[src/rtl/atmr_vote_seq.sv]
// ---------------------------------------------------------------------------
// atmr_vote_seq
//   Time-multiplexed approximate-TMR sequencer for one shared combinational
//   unit. Each accepted operand is evaluated on copy 0 (original), then on
//   copies 1 and 2 (approximate). The three results are majority-voted
//   bitwise, and the vote is returned with per-bit disagreement flags. In
//   bypass mode only copy 0 is evaluated and its result is returned as is.
//
// Handshakes: a transfer happens on a rising clk edge where valid and ready
//   are both 1. The producer holds its data stable while valid is high and
//   ready is low. req_ready and rsp_valid are registered outputs.
//
// Ports
//   clk, rst_n   clock (rising edge) and asynchronous active-low reset
//   cfg_bypass   1 = copy 0 only, no voting; sampled when a request is accepted
//   req_valid/req_ready/req_data    request channel (operand)
//   unit_in/unit_sel                operand and copy select to the shared unit
//   unit_out                        unit result, combinational from unit_in/unit_sel
//   rsp_valid/rsp_ready             response channel
//   rsp_data     voted result (copy-0 result in bypass)
//   rsp_err      per-bit flag: copies not unanimous (0 in bypass)
//   rsp_fault    copy-0 result differs from the voted result (0 in bypass)
//   err_cnt      saturating count of voted responses with rsp_err != 0
//   dbg_state    current FSM state (0 IDLE, 1 EVAL, 2 VOTE, 3 RESP)
// ---------------------------------------------------------------------------
module atmr_vote_seq #(
    parameter int IN_W   = 14,
    parameter int OUT_W  = 8,
    parameter int SETTLE = 2,
    parameter int CNT_W  = 16
) (
    input  logic             clk,
    input  logic             rst_n,
    input  logic             cfg_bypass,
    input  logic             req_valid,
    output logic             req_ready,
    input  logic [IN_W-1:0]  req_data,
    output logic [IN_W-1:0]  unit_in,
    output logic [1:0]       unit_sel,
    input  logic [OUT_W-1:0] unit_out,
    output logic             rsp_valid,
    input  logic             rsp_ready,
    output logic [OUT_W-1:0] rsp_data,
    output logic [OUT_W-1:0] rsp_err,
    output logic             rsp_fault,
    output logic [CNT_W-1:0] err_cnt,
    output logic [1:0]       dbg_state
);

    typedef enum logic [1:0] {
        IDLE = 2'd0,
        EVAL = 2'd1,
        VOTE = 2'd2,
        RESP = 2'd3
    } state_t;

    // Last settle cycle of a copy; the unit result is captured only here.
    localparam logic [3:0] SETTLE_LAST = 4'(SETTLE - 1);

    state_t           state_q;
    logic             byp_q;
    logic [1:0]       k_q;
    logic [3:0]       cnt_q;
    logic [OUT_W-1:0] r0_q, r1_q, r2_q;
    logic             req_ready_q;
    logic [IN_W-1:0]  unit_in_q;   // also serves as the latched operand
    logic [1:0]       unit_sel_q;
    logic             rsp_valid_q;
    logic [OUT_W-1:0] rsp_data_q;
    logic [OUT_W-1:0] rsp_err_q;
    logic             rsp_fault_q;
    logic [CNT_W-1:0] err_cnt_q;

    logic [OUT_W-1:0] maj_d;
    logic [OUT_W-1:0] err_d;
    logic             fault_d;

    always_comb begin
        maj_d   = (r0_q & r1_q) | (r0_q & r2_q) | (r1_q & r2_q);
        err_d   = (r0_q ^ r1_q) | (r0_q ^ r2_q);
        fault_d = |(r0_q ^ maj_d);
    end

    always_ff @(posedge clk or negedge rst_n) begin
        if (!rst_n) begin
            state_q     <= IDLE;
            byp_q       <= 1'b0;
            k_q         <= 2'd0;
            cnt_q       <= 4'd0;
            r0_q        <= '0;
            r1_q        <= '0;
            r2_q        <= '0;
            req_ready_q <= 1'b0;
            unit_in_q   <= '0;
            unit_sel_q  <= 2'd0;
            rsp_valid_q <= 1'b0;
            rsp_data_q  <= '0;
            rsp_err_q   <= '0;
            rsp_fault_q <= 1'b0;
            err_cnt_q   <= '0;
        end else begin
            case (state_q)
                IDLE: begin
                    if (req_valid && req_ready_q) begin
                        unit_in_q   <= req_data;
                        unit_sel_q  <= 2'd0;
                        byp_q       <= cfg_bypass;
                        k_q         <= 2'd0;
                        cnt_q       <= 4'd0;
                        req_ready_q <= 1'b0;
                        state_q     <= EVAL;
                    end else begin
                        req_ready_q <= 1'b1;
                    end
                end
                EVAL: begin
                    if (cnt_q == SETTLE_LAST) begin
                        case (k_q)
                            2'd0:    r0_q <= unit_out;
                            2'd1:    r1_q <= unit_out;
                            default: r2_q <= unit_out;
                        endcase
                        if (k_q == 2'd2 || (byp_q && k_q == 2'd0)) begin
                            state_q <= VOTE;
                        end else begin
                            // Switching copy restarts the settle window.
                            k_q        <= k_q + 2'd1;
                            unit_sel_q <= k_q + 2'd1;
                            cnt_q      <= 4'd0;
                        end
                    end else begin
                        cnt_q <= cnt_q + 4'd1;
                    end
                end
                VOTE: begin
                    if (byp_q) begin
                        rsp_data_q  <= r0_q;
                        rsp_err_q   <= '0;
                        rsp_fault_q <= 1'b0;
                    end else begin
                        rsp_data_q  <= maj_d;
                        rsp_err_q   <= err_d;
                        rsp_fault_q <= fault_d;
                        if ((err_d != '0) && (err_cnt_q != '1)) begin
                            err_cnt_q <= err_cnt_q + CNT_W'(1);
                        end
                    end
                    rsp_valid_q <= 1'b1;
                    state_q     <= RESP;
                end
                RESP: begin
                    if (rsp_ready) begin
                        rsp_valid_q <= 1'b0;
                        req_ready_q <= 1'b1;
                        state_q     <= IDLE;
                    end
                end
                default: state_q <= IDLE;
            endcase
        end
    end

    assign req_ready = req_ready_q;
    assign unit_in   = unit_in_q;
    assign unit_sel  = unit_sel_q;
    assign rsp_valid = rsp_valid_q;
    assign rsp_data  = rsp_data_q;
    assign rsp_err   = rsp_err_q;
    assign rsp_fault = rsp_fault_q;
    assign err_cnt   = err_cnt_q;
    assign dbg_state = state_q;

endmodule

[config.mk]
export PLATFORM = sky130hd
export DESIGN_NAME = atmr_vote_seq
export DESIGN_NICKNAME = d
export VERILOG_FILES = /design/src/rtl/atmr_vote_seq.sv
export SDC_FILE = /design/constraint.sdc
export NUM_CORES = 1
export LEC_CHECK = 0
export ABC_CLOCK_PERIOD_IN_PS = 2200
export BUFFER_PORTS_ARGS = -buffer_cell sky130_fd_sc_hd__buf_2
export CAP_MARGIN = 20
export CORE_UTILIZATION = 50
export CTS_CLUSTER_SIZE = 24
export DETAILED_ROUTE_END_ITERATION = 12
export GPL_TIMING_DRIVEN = 0
export PLACE_DENSITY = 0.79
export SYNTH_ARGS = -nofsm -noshare
export SYNTH_HDL_FRONTEND = slang
export SYNTH_SLANG_ARGS = --single-unit
[constraint.sdc]
create_clock -name clk -period 2.2 [get_ports clk]
set_input_delay 0.33 -clock clk [delete_from_list [all_inputs] [get_ports clk]]
set_output_delay 0.33 -clock clk [all_outputs]
set_load 0.03 [all_outputs]
Yosys cells after proc, flatten, opt, wreduce, memory -nomap -nowiden --
Index checks and enable logic that the tools add are counted. W data, S select, Z words.
Storage, ports and cells: input port bits 27, register bits after elaboration 82, word-level logic and storage cells 84, output and inout port bits 53
Cells by class: bitwise logic cells 11, eq/ne operators 13, $add $sub $neg 3, mux-type cells 21, reductions and logical operators 22
Operator list (count):
- $and A8 B8 Y8 | 3
- $or A8 B8 Y8 | 3
- $xor A8 B8 Y8 | 3
- $add A16 B1 Y16 const B | 1
- $mux W8 | 2
- $ne A16 B16 Y1 const B | 1
- $reduce_and A3 Y1 | 5
- $mux W2 | 7
- $mux W4 | 3
- $ne A2 B2 Y1 const B | 5
- $pmux W2 S4 | 1
- $pmux W4 S2 | 1
- $reduce_and A4 Y1 | 2
- $reduce_bool A8 Y1 | 1
- $reduce_or A8 Y1 | 1
- $eq A2 B2 Y1 const B | 3
- $reduce_and A2 Y1 | 3
- $reduce_bool A2 Y1 | 3
- $add A4 B1 Y4 const B | 1
- $eq A2 B1 Y1 const B | 2
- $eq A4 B1 Y1 const B | 1
- $logic_not A2 Y1 | 2
- $mux W1 | 4
- $pmux W1 S2 | 2
- other kinds (7) | 10

Longest topological paths before layout --
Gate-level depths: netlist (run 1).
depth in word-level cells 6, gate-level depth with buffers 8, mapped depth without buffers 7

Least setup slack after synthesis (run 1) --
OpenSTA, ideal clock, no wires.
kind register -> register, start register state_q[1] (netlist: dbg_state[1]), end register r2_q[0], slack 110 ps, data required time 2075 ps, cell stages (with the launch flop) 8, arrival 1965 ps, buffers on the path 2, period minus slack after synthesis 2090 ps, library setup time 125 ps, cell sequence dfrtp_1 inv_1 ha_1 clkbuf_8 inv_1 or4_4 buf_6 mux2_4
On the way: cells in the longest elaborated chain, start to end 2
Ends and longest elaborated chain:
- start, declared | line 60 | state_t state_q;
- start signal, assigned | line 86 | state_q <= IDLE;
- start signal, assigned | line 111 | state_q <= EVAL;
- start signal, assigned | line 124 | state_q <= VOTE;
- $eq A2 B1 Y1 | line 102 | case (state_q)
- $reduce_and A3 Y1 (no line)
- end signal, assigned | line 121 | default: r2_q <= unit_out;
- end, declared | line 64 | logic [OUT_W-1:0] r0_q, r1_q, r2_q;
Every way passes these cells. A chain may end at the register's enable or synchronous reset.

Final worst setup path (run 1) --
start register cnt_q[1], end register r2_q[5]
On the way: cells in the longest elaborated chain, start to end 2
Ends and longest elaborated chain:
- start, declared | line 63 | logic [3:0] cnt_q;
- start signal, assigned | line 132 | cnt_q <= cnt_q + 4'd1;
- $eq A4 B1 Y1 | line 117 | if (cnt_q == SETTLE_LAST) begin
- $reduce_and A3 Y1 (no line)
Every way passes these cells.

==> results of run 1 <==
cells by family after synthesis:
logic type / synth area share [%]
xor+xnor: 5.07
fa+ha+maj: 8.50
buf+inv: 2.89
simple gates: 10.0
compound gates: 7.02
flops: 51.6
mux: 14.9
cells in the final DEF (no fill, tap or decap), drive strengths merged, types with 13 or more instances in the layout:
| master | n |
|---|---|
| buf | 81 |
| inv | 17 |
| dfrtp | 82 |
| clkbuf | 19 |
| mux2 | 49 |
| o21ai | 13 |
| ha | 27 |
| nand2 | 23 |
through the flow:
| stage | setup WS [ns] | TNS (ns) | utilization [%] | std cells | area [um2] |
|---|---|---|---|---|---|
| after floorplan | 0.110 | 0 | - | 328 | 3980 |
| after global routing | 0.0262 | 0 | 62.5 | 528 | 4830 |
| after CTS | -0.0336 | -0.219 | 62.2 | 527 | 4810 |
| after detailed placement | 0.00418 | 0 | 58.6 | 510 | 4530 |
| after global placement | 0.101 | 0 | 58.2 | 509 | 4500 |
| final | 0.101 | 0 | 62.5 | 528 | 4830 |
flip-flops by register name (all words and copies together), names as in the netlist, 2 cells and up:
signal     flops
cnt_q          4
dbg_state      2
err_cnt       16
r2_q           8
rsp_data       8
unit_sel       2
rsp_err        8
r0_q           8
r1_q           8
unit_in       14
layer usage:
layer	vias up	share of wire, %	GRT usage (%)
met5	-	0	0
met4	0	2.4	9.26
met3	17	5.3	4.77
met2	84	47	35.0
met1	1401	45	27.5
li1	1355	-	-
area by class of cell:
class	instances	share of cell area, %
flip-flops and latches	82	42.5
multi-input cells	220	37.9
repair buffers	81	9.01
clock buffers	11	2.93
well taps	102	2.64
clock inverters	5	2.59
inverters	17	1.32
plain buffers	9	1.11
diodes	1	0.0518
power breakdown:
group	switching [mW]	total, mW	internal [mW]
Combinational	2.23	3.78	1.55
Clock	0.530	1.43	0.899
Sequential	0.509	2.66	2.15
repair_timing:
| item | 4_1_cts | 5_1_grt |
|---|---|---|
| endpoints found under the hold margin | 17 | 0 |
| setup endpoints to repair | 8 | 34 |
| gates resized for setup | 0 | 8 |
| hold buffers | 1 | 0 |
critical path, stage by stage, from the launching register on:
cell     delay [ns]
dfrtp_1        0.40
inv_1          0.08
ha_1           0.18
or3b_4         0.42
or4_4          0.42
buf_6          0.17
mux2_4         0.30
worst max-delay path by stage:
| stage | startpoint | to | slack (ns) | cells past startpoint |
|---|---|---|---|---|
| final | cnt_q[1] | r2_q[5] | 0.10 | 6 |
| after global routing | r0_q[4] | err_cnt[5] | 0.03 | 7 |
| after CTS | cnt_q[1] | r1_q[1] | -0.03 | 5 |
| after detailed placement | cnt_q[1] | r1_q[3] | 0.004 | 5 |
| after global placement | r0_q[6] | err_cnt[5] | 0.10 | 7 |
| after floorplan | dbg_state[1] | r2_q[0] | 0.11 | 7 |
==> flow_metrics.tcl, run 1 <==
set metrics [dict create \
    gp_congestion 0.795 \
    fp.dieArea_um2 8310 \
    synth_flop_cell "dfrtp_1" \
    clock_path_buffers 2 \
    synth_commonest_cells "dfrtp_1, mux2_2, ha_1, nand2_1, inv_1" \
    grt-ovfl-total 0 \
    critPathLaunchType "flop" \
    final_layout_size_suffix_gt1_share_pct 36.5 \
    routed_via_density 5.41 \
    multiInputGateArea_um2 1830 \
    timing.slew.headroom_pct 62.4 \
    wl_per_cell_um 15.8 \
    finalHoldViolCount 0 \
    clock_sinks 82 \
    row_count 32 \
    cts_setup_buffers 0 \
    portBuffers 79 \
    r2r_end "r2_q[5]" \
    drc_errors 0 \
    nFillCells 617 \
    synth_cells 328 \
    postRouteWirelength_um 8340 \
    grt_pass1_vias 3004 \
    synth_seq_cells 82 \
    drtPass1Iterations 4 \
    cp-end-kind "flop" \
    cts_buffers 9 \
    clock_skew_ns 0.0124 \
    path_max_fanout 8 \
    status "finished clean" \
    insertion_delay_ns 0.35 \
    start_util_pct 51.5 \
    setup_violations 0 \
    io_pins 80 \
    fin_hold_ws_ns 0.217 \
    root_buffer "clkbuf_8" \
    worstHoldEndpoint "unit_in[11]" \
    peakVddDrop_uv 998 \
    core_area_um2 7730 \
    synth.net_count 382 \
    clk_pin_slew_ns 0.08 \
    postSynthAreaPerCell_um2 12.1 \
    period_share_pct 95.4 \
    required_ns 2.42 \
    reg2reg_slack_ns 0.10 \
    power.leakage_nw 2.35 \
    yosysTopAreaCell "dfrtp_1" \
    synth_cell_types 37 \
    rsz0062_at_grt "no" \
    seq_area_um2 2050 \
    die_h_um 91.2 \
    grt_start_max_net_pins 66 \
    cts_tree "built" \
    grt_use_total_pct 21.4 \
    htree_levels 3 \
    synth-edff-count 0 \
    min_period_ns 2.10 \
    p_per_area_nw_per_um2 1630 \
    fin_total_pwr_mw 7.87 \
    hold_depth 2 \
    synthesis.area_um2 3980 \
    worst_pin_slew_ns 0.564 \
    clock.fmax_mhz 476 \
    vias 2857 \
    grt_antenna_before_repair 1 \
    drtIter0Drc 106 \
    synth.area.top_cells "dfrtp_1, mux2_2, ha_1" \
    area_growth_pct 21.6 \
    synth.most_common_cell "dfrtp_1" \
    criticalPathCategory "flop to flop" \
    worstHoldStart "req_data[11]" \
    r2r_start "cnt_q[1]" \
    grt_pass1_wl_um 13800 \
    ant_nets 0 \
    nNetsFinal 474 \
    arrival_ns 2.32 \
    finalMaxSlewViolations 0 \
    drv_cap 0 \
    dieWidth_um 91.2 \
    synth_top_area_share_pct 51.6 \
    hpwl_um 5960 \
    yosysSeqAreaShare_pct 51.6 \
    hp-class "input port to flop" \
    reg2reg_depth 6 \
    ys_warn_count 0 \
    async_flop_share_pct 100 \
]
Power figures use the tool's default switching activity.
==> inputs of run 2 (changes only) <==
ABC_CLOCK_PERIOD_IN_PS = 2600   (was 2200)
clock period = 2.6 ns   (was 2.2 ns; I/O delays follow)
==> run 2 against run 1 <==
Net effect:
- first-iteration DRC count rose by 0.94%
- critical endpoint is now r1_q[1]
- clock-buffer cell count unchanged
- via count shrank 0.28%
- critical path type unchanged
- utilization is 0.32 points lower
- clock power shrank 15%
- non-clock buffer count did not move
- critical path depth down 1
==> flow_metrics.tcl, run 2 (same netlist as run 1, synthesis figures left out) <==
set metrics [dict create \
    clock_sinks 82 \
    grt_pass1_vias 3004 \
    worst_pin_slew_ns 0.625 \
    insertion_delay_ns 0.34 \
    period_share_pct 87.2 \
    clock_path_buffers 2 \
    wl_per_cell_um 15.7 \
    finalHoldViolCount 0 \
    criticalPathCategory "flop to flop" \
    clock.fmax_mhz 441 \
    postRouteWirelength_um 8290 \
    crit_family "simple AND/OR/NAND/NOR gates" \
    grt_pass1_wl_um 13800 \
    hpwl_um 5960 \
    ant_nets 0 \
    crit_chain "inv_1, ha_1, nor3b_1, nand3_1, mux2_2" \
    cts_buffers 9 \
    grt-ovfl-total 0 \
    path_max_fanout 8 \
    place_area_um2 4530 \
    root_buffer "clkbuf_8" \
    dieWidth_um 91.2 \
    start_util_pct 51.5 \
    area_growth_pct 20.9 \
    nNetsFinal 474 \
    largest_reg_flops 16 \
    grt_use_total_pct 21.4 \
    portBuffers 79 \
    cts_tree "built" \
    drtPass1Iterations 4 \
    peakVddDrop_uv 843 \
    final_layout_size_suffix_gt1_share_pct 35.1 \
    grt_antenna_before_repair 1 \
    finish.utilization_pct 62.2 \
    p_per_area_nw_per_um2 1380 \
    layout_commonest_cell "dfrtp_1" \
    grt_start_max_net_pins 66 \
    drv_cap 0 \
    max_stage_delay_ns 0.53 \
    die_h_um 91.2 \
    power.leakage_nw 2.34 \
    status "finished clean" \
    cp-end-kind "flop" \
    arrival_ns 2.49 \
    io_pins 80 \
    cp_num_buf_inv 1 \
    gp_congestion 0.795 \
    critPathLaunchType "flop" \
    hp-class "input port to flop" \
    drc_errors 0 \
    drtIter0Drc 107 \
    clock_skew_ns 0.0106 \
    min_period_ns 2.27 \
    slowest_stage "nor3b_1" \
    layout_common_cells "dfrtp_1, buf_2, mux2_2" \
    row_count 32 \
    finalMaxSlewViolations 0 \
    core_area_um2 7730 \
    setup_violations 0 \
    timing.slew.headroom_pct 58.4 \
    fp.dieArea_um2 8310 \
    rsz0062_at_grt "no" \
    setup_tns_ns 0 \
    clk_pin_slew_ns 0.08 \
    routed_via_density 5.40 \
    vias 2849 \
    final_area_um2 4810 \
    required_ns 2.82 \
    htree_levels 3 \
]
==> run 2: cell counts in the layout (fill, tap and decap cells not counted) <==
No cell type changed its count.
==> run 2: worst paths after layout <==
path	startpoint	to	slack, ns	cells past startpoint
min in group asynchronous	rst_n	rsp_data[3]	0.46	2
worst min-delay path	req_data[5]	unit_in[5]	0.28	2
worst max register to register	cnt_q[1]	r1_q[1]	0.33	5
worst max-delay path	cnt_q[1]	r1_q[1]	0.33	5
max in group asynchronous	rst_n	r1_q[7]	1.53	3
worst min register to register	err_cnt[8]	err_cnt[8]	0.50	1
==> run 2: area by class of cell <==
| cell class | instances | area [um2] |
|---|---|---|
| Fill cell | 620 | 2920 |
| Sequential cell | 82 | 2050 |
| Multi-Input combinational cell | 220 | 1810 |
| Timing Repair Buffer | 81 | 435 |
| Clock buffer | 11 | 141 |
| Tap cell | 102 | 128 |
| Clock inverter | 5 | 125 |
| Inverter | 17 | 63.8 |
| Buffer | 9 | 51.3 |
| Antenna cell | 1 | 2.50 |
==> run 2: metal layers <==
metal / up-vias / wire (um) / global-route usage (%)
met2: 82 / 3900 / 35.0
met5: - / 0 / 0
met1: 1393 / 3790 / 27.5
met3: 15 / 413 / 4.77
li1: 1359 / - / -
met4: 0 / 188 / 9.26
==> run 2: what timing repair did <==
| item | CTS | global route |
|---|---|---|
| gates resized for setup | 0 | 0 |
| hold buffers | 1 | 0 |
| setup buffers | 0 | 0 |
| endpoints found under the hold margin | 17 | 0 |
==> run 2: through the flow <==
step | cells | worst slack [ns] | total power, mW | hold slack [ns]
2_1_floorplan | 328 | 0.510 | 4.52 | 0.0944
3_3_place_gp | 509 | 0.501 | 5.25 | 0.473
3_5_place_dp | 510 | 0.404 | 5.40 | 0.283
4_1_cts | 527 | 0.366 | 6.65 | 0.266
5_1_grt | 528 | 0.180 | 7.10 | 0.272
6_report | 528 | 0.333 | 6.62 | 0.276
==> run 2: power by group <==
part	switching, mW	leakage (nW)	internal (mW)
clock network	0.451	0.134	0.761
logic	1.86	1.20	1.29
registers	0.432	1.00	1.82
total	2.74	2.34	3.88
==> inputs of run 3 (changes only) <==
ABC_AREA = 1   (was default)
BUFFER_PORTS_ARGS = default   (was -buffer_cell sky130_fd_sc_hd__buf_2)
DONT_BUFFER_PORTS = 1   (was default)
PLACE_DENSITY = 0.7   (was 0.79)
==> run 3 against run 2 <==
Net effect:
- sequential power up 22%
- highest routed layer unchanged
- die area up 10%
- largest cell class is now multi-input gates
- cell count up 22%
- critical endpoint is now rsp_data[7]
==> flow_metrics.tcl, run 3 <==
set metrics [dict create \
    synth-edff-count 0 \
    htree_levels 3 \
    required_ns 2.86 \
    peakVddDrop_uv 600 \
    yosysSeqAreaShare_pct 46.6 \
    synth.area.top_cells "dfrtp_1, nand2_1, ha_1" \
    internal_power_mw 3.09 \
    setup_violations 0 \
    grt_use_total_pct 22.7 \
    finish.utilization_pct 57.2 \
    place_area_um2 4530 \
    routed_via_density 5.35 \
    final_layout_size_suffix_gt1_share_pct 12.1 \
    worstHoldStart "rsp_ready" \
    finalMaxSlewViolations 0 \
    finalHoldViolCount 0 \
    grt_start_max_net_pins 83 \
    worstSetupStartpoint "dbg_state[0]" \
    die_h_um 95.8 \
    clk_pin_slew_ns 0.09 \
    clock_skew_ns 0.00817 \
    fin_hold_ws_ns 0.109 \
    synth_commonest_cells "nand2_1, dfrtp_1, nor2_1, inv_1, o21ai_0" \
    synth_flop_cell "dfrtp_1" \
    root_buffer "clkbuf_8" \
    period_share_pct 82.2 \
    synth_seq_cells 82 \
    core_area_um2 8380 \
    ys_warn_count 0 \
    cp-end-kind "flop" \
    row_count 33 \
    reg2reg_depth 7 \
    grt_antenna_before_repair 0 \
    dieWidth_um 95.8 \
    synth.net_count 573 \
    rsz0062_at_grt "no" \
    final_area_um2 4790 \
    drtPass1Iterations 4 \
    synth.most_common_cell "nand2_1" \
    hp-class "input port to flop" \
    combinationalPowerShare_pct 35.6 \
    arrival_ns 2.40 \
    synthesis.area_um2 4400 \
    grt_pass1_wl_um 15700 \
    ant_nets 0 \
    synth_cell_types 29 \
    clock.fmax_mhz 468 \
    worstHoldEndpoint "rsp_valid" \
    insertion_delay_ns 0.36 \
    yosysTopAreaCell "dfrtp_1" \
    antennaDiodeCount 0 \
    clock_path_buffers 2 \
    portBuffers 0 \
    p_clk_share_pct 17.6 \
    hold_depth 1 \
    post-place-ws_ns 0.430 \
    layout_common_cells "nand2_1, dfrtp_1, nor2_1" \
    criticalPathCategory "flop to flop" \
    timing.slew.headroom_pct 58.2 \
    drc_errors 0 \
    worst_pin_slew_ns 0.627 \
    fp.dieArea_um2 9190 \
    min_period_ns 2.14 \
    r2r_start "dbg_state[0]" \
    gp_congestion 0.842 \
    vias 3436 \
    area_growth_pct 8.81 \
    drtIter0Drc 150 \
    cts_resized 0 \
    wl_per_cell_um 14.8 \
    status "finished clean" \
    drv_cap 0 \
    clock_sinks 82 \
    reg2reg_slack_ns 0.46 \
    async_flop_share_pct 100 \
    p_sw_share_pct 47.1 \
    layout_setup_ws_ns 0.463 \
    postSynthAreaPerCell_um2 8.48 \
    layout_commonest_cell "nand2_1" \
    critPathLaunchType "flop" \
    path_max_fanout 10 \
    setup_tns_ns 0 \
    r2r_end "rsp_data[7]" \
    nNetsFinal 586 \
    nFillCells 775 \
    power.leakage_nw 2.33 \
    grt_pass1_vias 3394 \
    hpwl_um 6710 \
    cts_tree "built" \
    io_pins 80 \
    cts_buffers 9 \
    p_per_area_nw_per_um2 1220 \
    grt-ovfl-total 0 \
    postRouteWirelength_um 9510 \
    synth_top_area_share_pct 46.6 \
    start_util_pct 52.5 \
    synth_cells 519 \
    largest_reg_flops 16 \
    switching_power_mw 2.75 \
    p_seq_share_pct 46.9 \
]
==> run 3: changes by cell type after synthesis, moves of 8 or more <==
cell      before  now
xnor2_1       12    4
nand2_1       23  157
nor2_1        12   45
nand3_2        0   12
mux2_2        41   14
a21oi_1        1   20
mux2_4         8    0
a211oi_1       8    0
nand3_1        9   26
o21ai_0       13   40
inv_1         17   42
o22ai_1       12    1
==> run 3: cells by family after synthesis <==
kind of cell	synth area share, %
XOR/XNOR	1.79
buffers and inverters	5.80
AO/OA/AOI/OAI	7.33
AND/OR/NAND/NOR	27.2
flip-flops	46.6
multiplexers	3.58
adder cells (fa/ha/maj)	7.67
==> run 3: worst max-delay path by stage <==
stage | to | slack [ns] | cells past startpoint
2_1_floorplan | unit_in[10] | 0.78 | 5
3_3_place_gp | rsp_data[7] | 0.44 | 7
3_5_place_dp | rsp_data[7] | 0.43 | 7
4_1_cts | rsp_data[7] | 0.41 | 7
5_1_grt | rsp_err[1] | 0.28 | 7
6_report | rsp_data[7] | 0.46 | 7
==> run 3: area by class of cell <==
cell class              instances  area, um2  area share, %
multi-input cells             378       2100           43.7
flip-flops and latches         82       2050           42.8
inverters                      46        173           3.60
clock buffers                  11        141           2.95
well taps                     105        131           2.74
plain buffers                  13       82.6           1.72
clock inverters                 5       77.6           1.62
repair buffers                  2       37.5          0.783
==> run 3: through the flow <==
| stage | instances | total power [mW] |
|---|---|---|
| CTS | 642 | 5.88 |
| floorplan | 519 | 4.24 |
| detailed placement | 624 | 4.80 |
| global route | 642 | 6.31 |
| finish | 642 | 5.84 |
| global placement | 624 | 4.69 |
==> run 3: layer usage <==
metal	global-route usage, %	share of wire, %	vias up
li1	-	-	1709
met1	27.8	44	1636
met2	37.4	48	75
met3	5.37	5.4	16
met4	11.3	2.6	0
met5	0	0	-
==> run 3: power groups by stage <==
stage	Sequential [mW]	Combinational, mW	Clock (mW)
3_3_place_gp	2.74	1.95	0
6_report	2.74	2.08	1.03
4_1_cts	2.74	2.09	1.05
5_1_grt	2.82	2.39	1.10
3_5_place_dp	2.77	2.04	0
2_1_floorplan	2.63	1.61	0
==> run 3: repair_timing <==
action,4_1_cts,5_1_grt
endpoints found under the hold margin,82,0
buffers inserted,0,0
hold buffers,2,0
==> run 3: critical path, stage by stage, from the launching register on <==
cell	delay (ns)
dfrtp_1	0.54
inv_1	0.18
ha_1	0.15
buf_2	0.26
clkinv_1	0.34
clkbuf_1	0.31
a21oi_1	0.17
a21oi_1	0.08
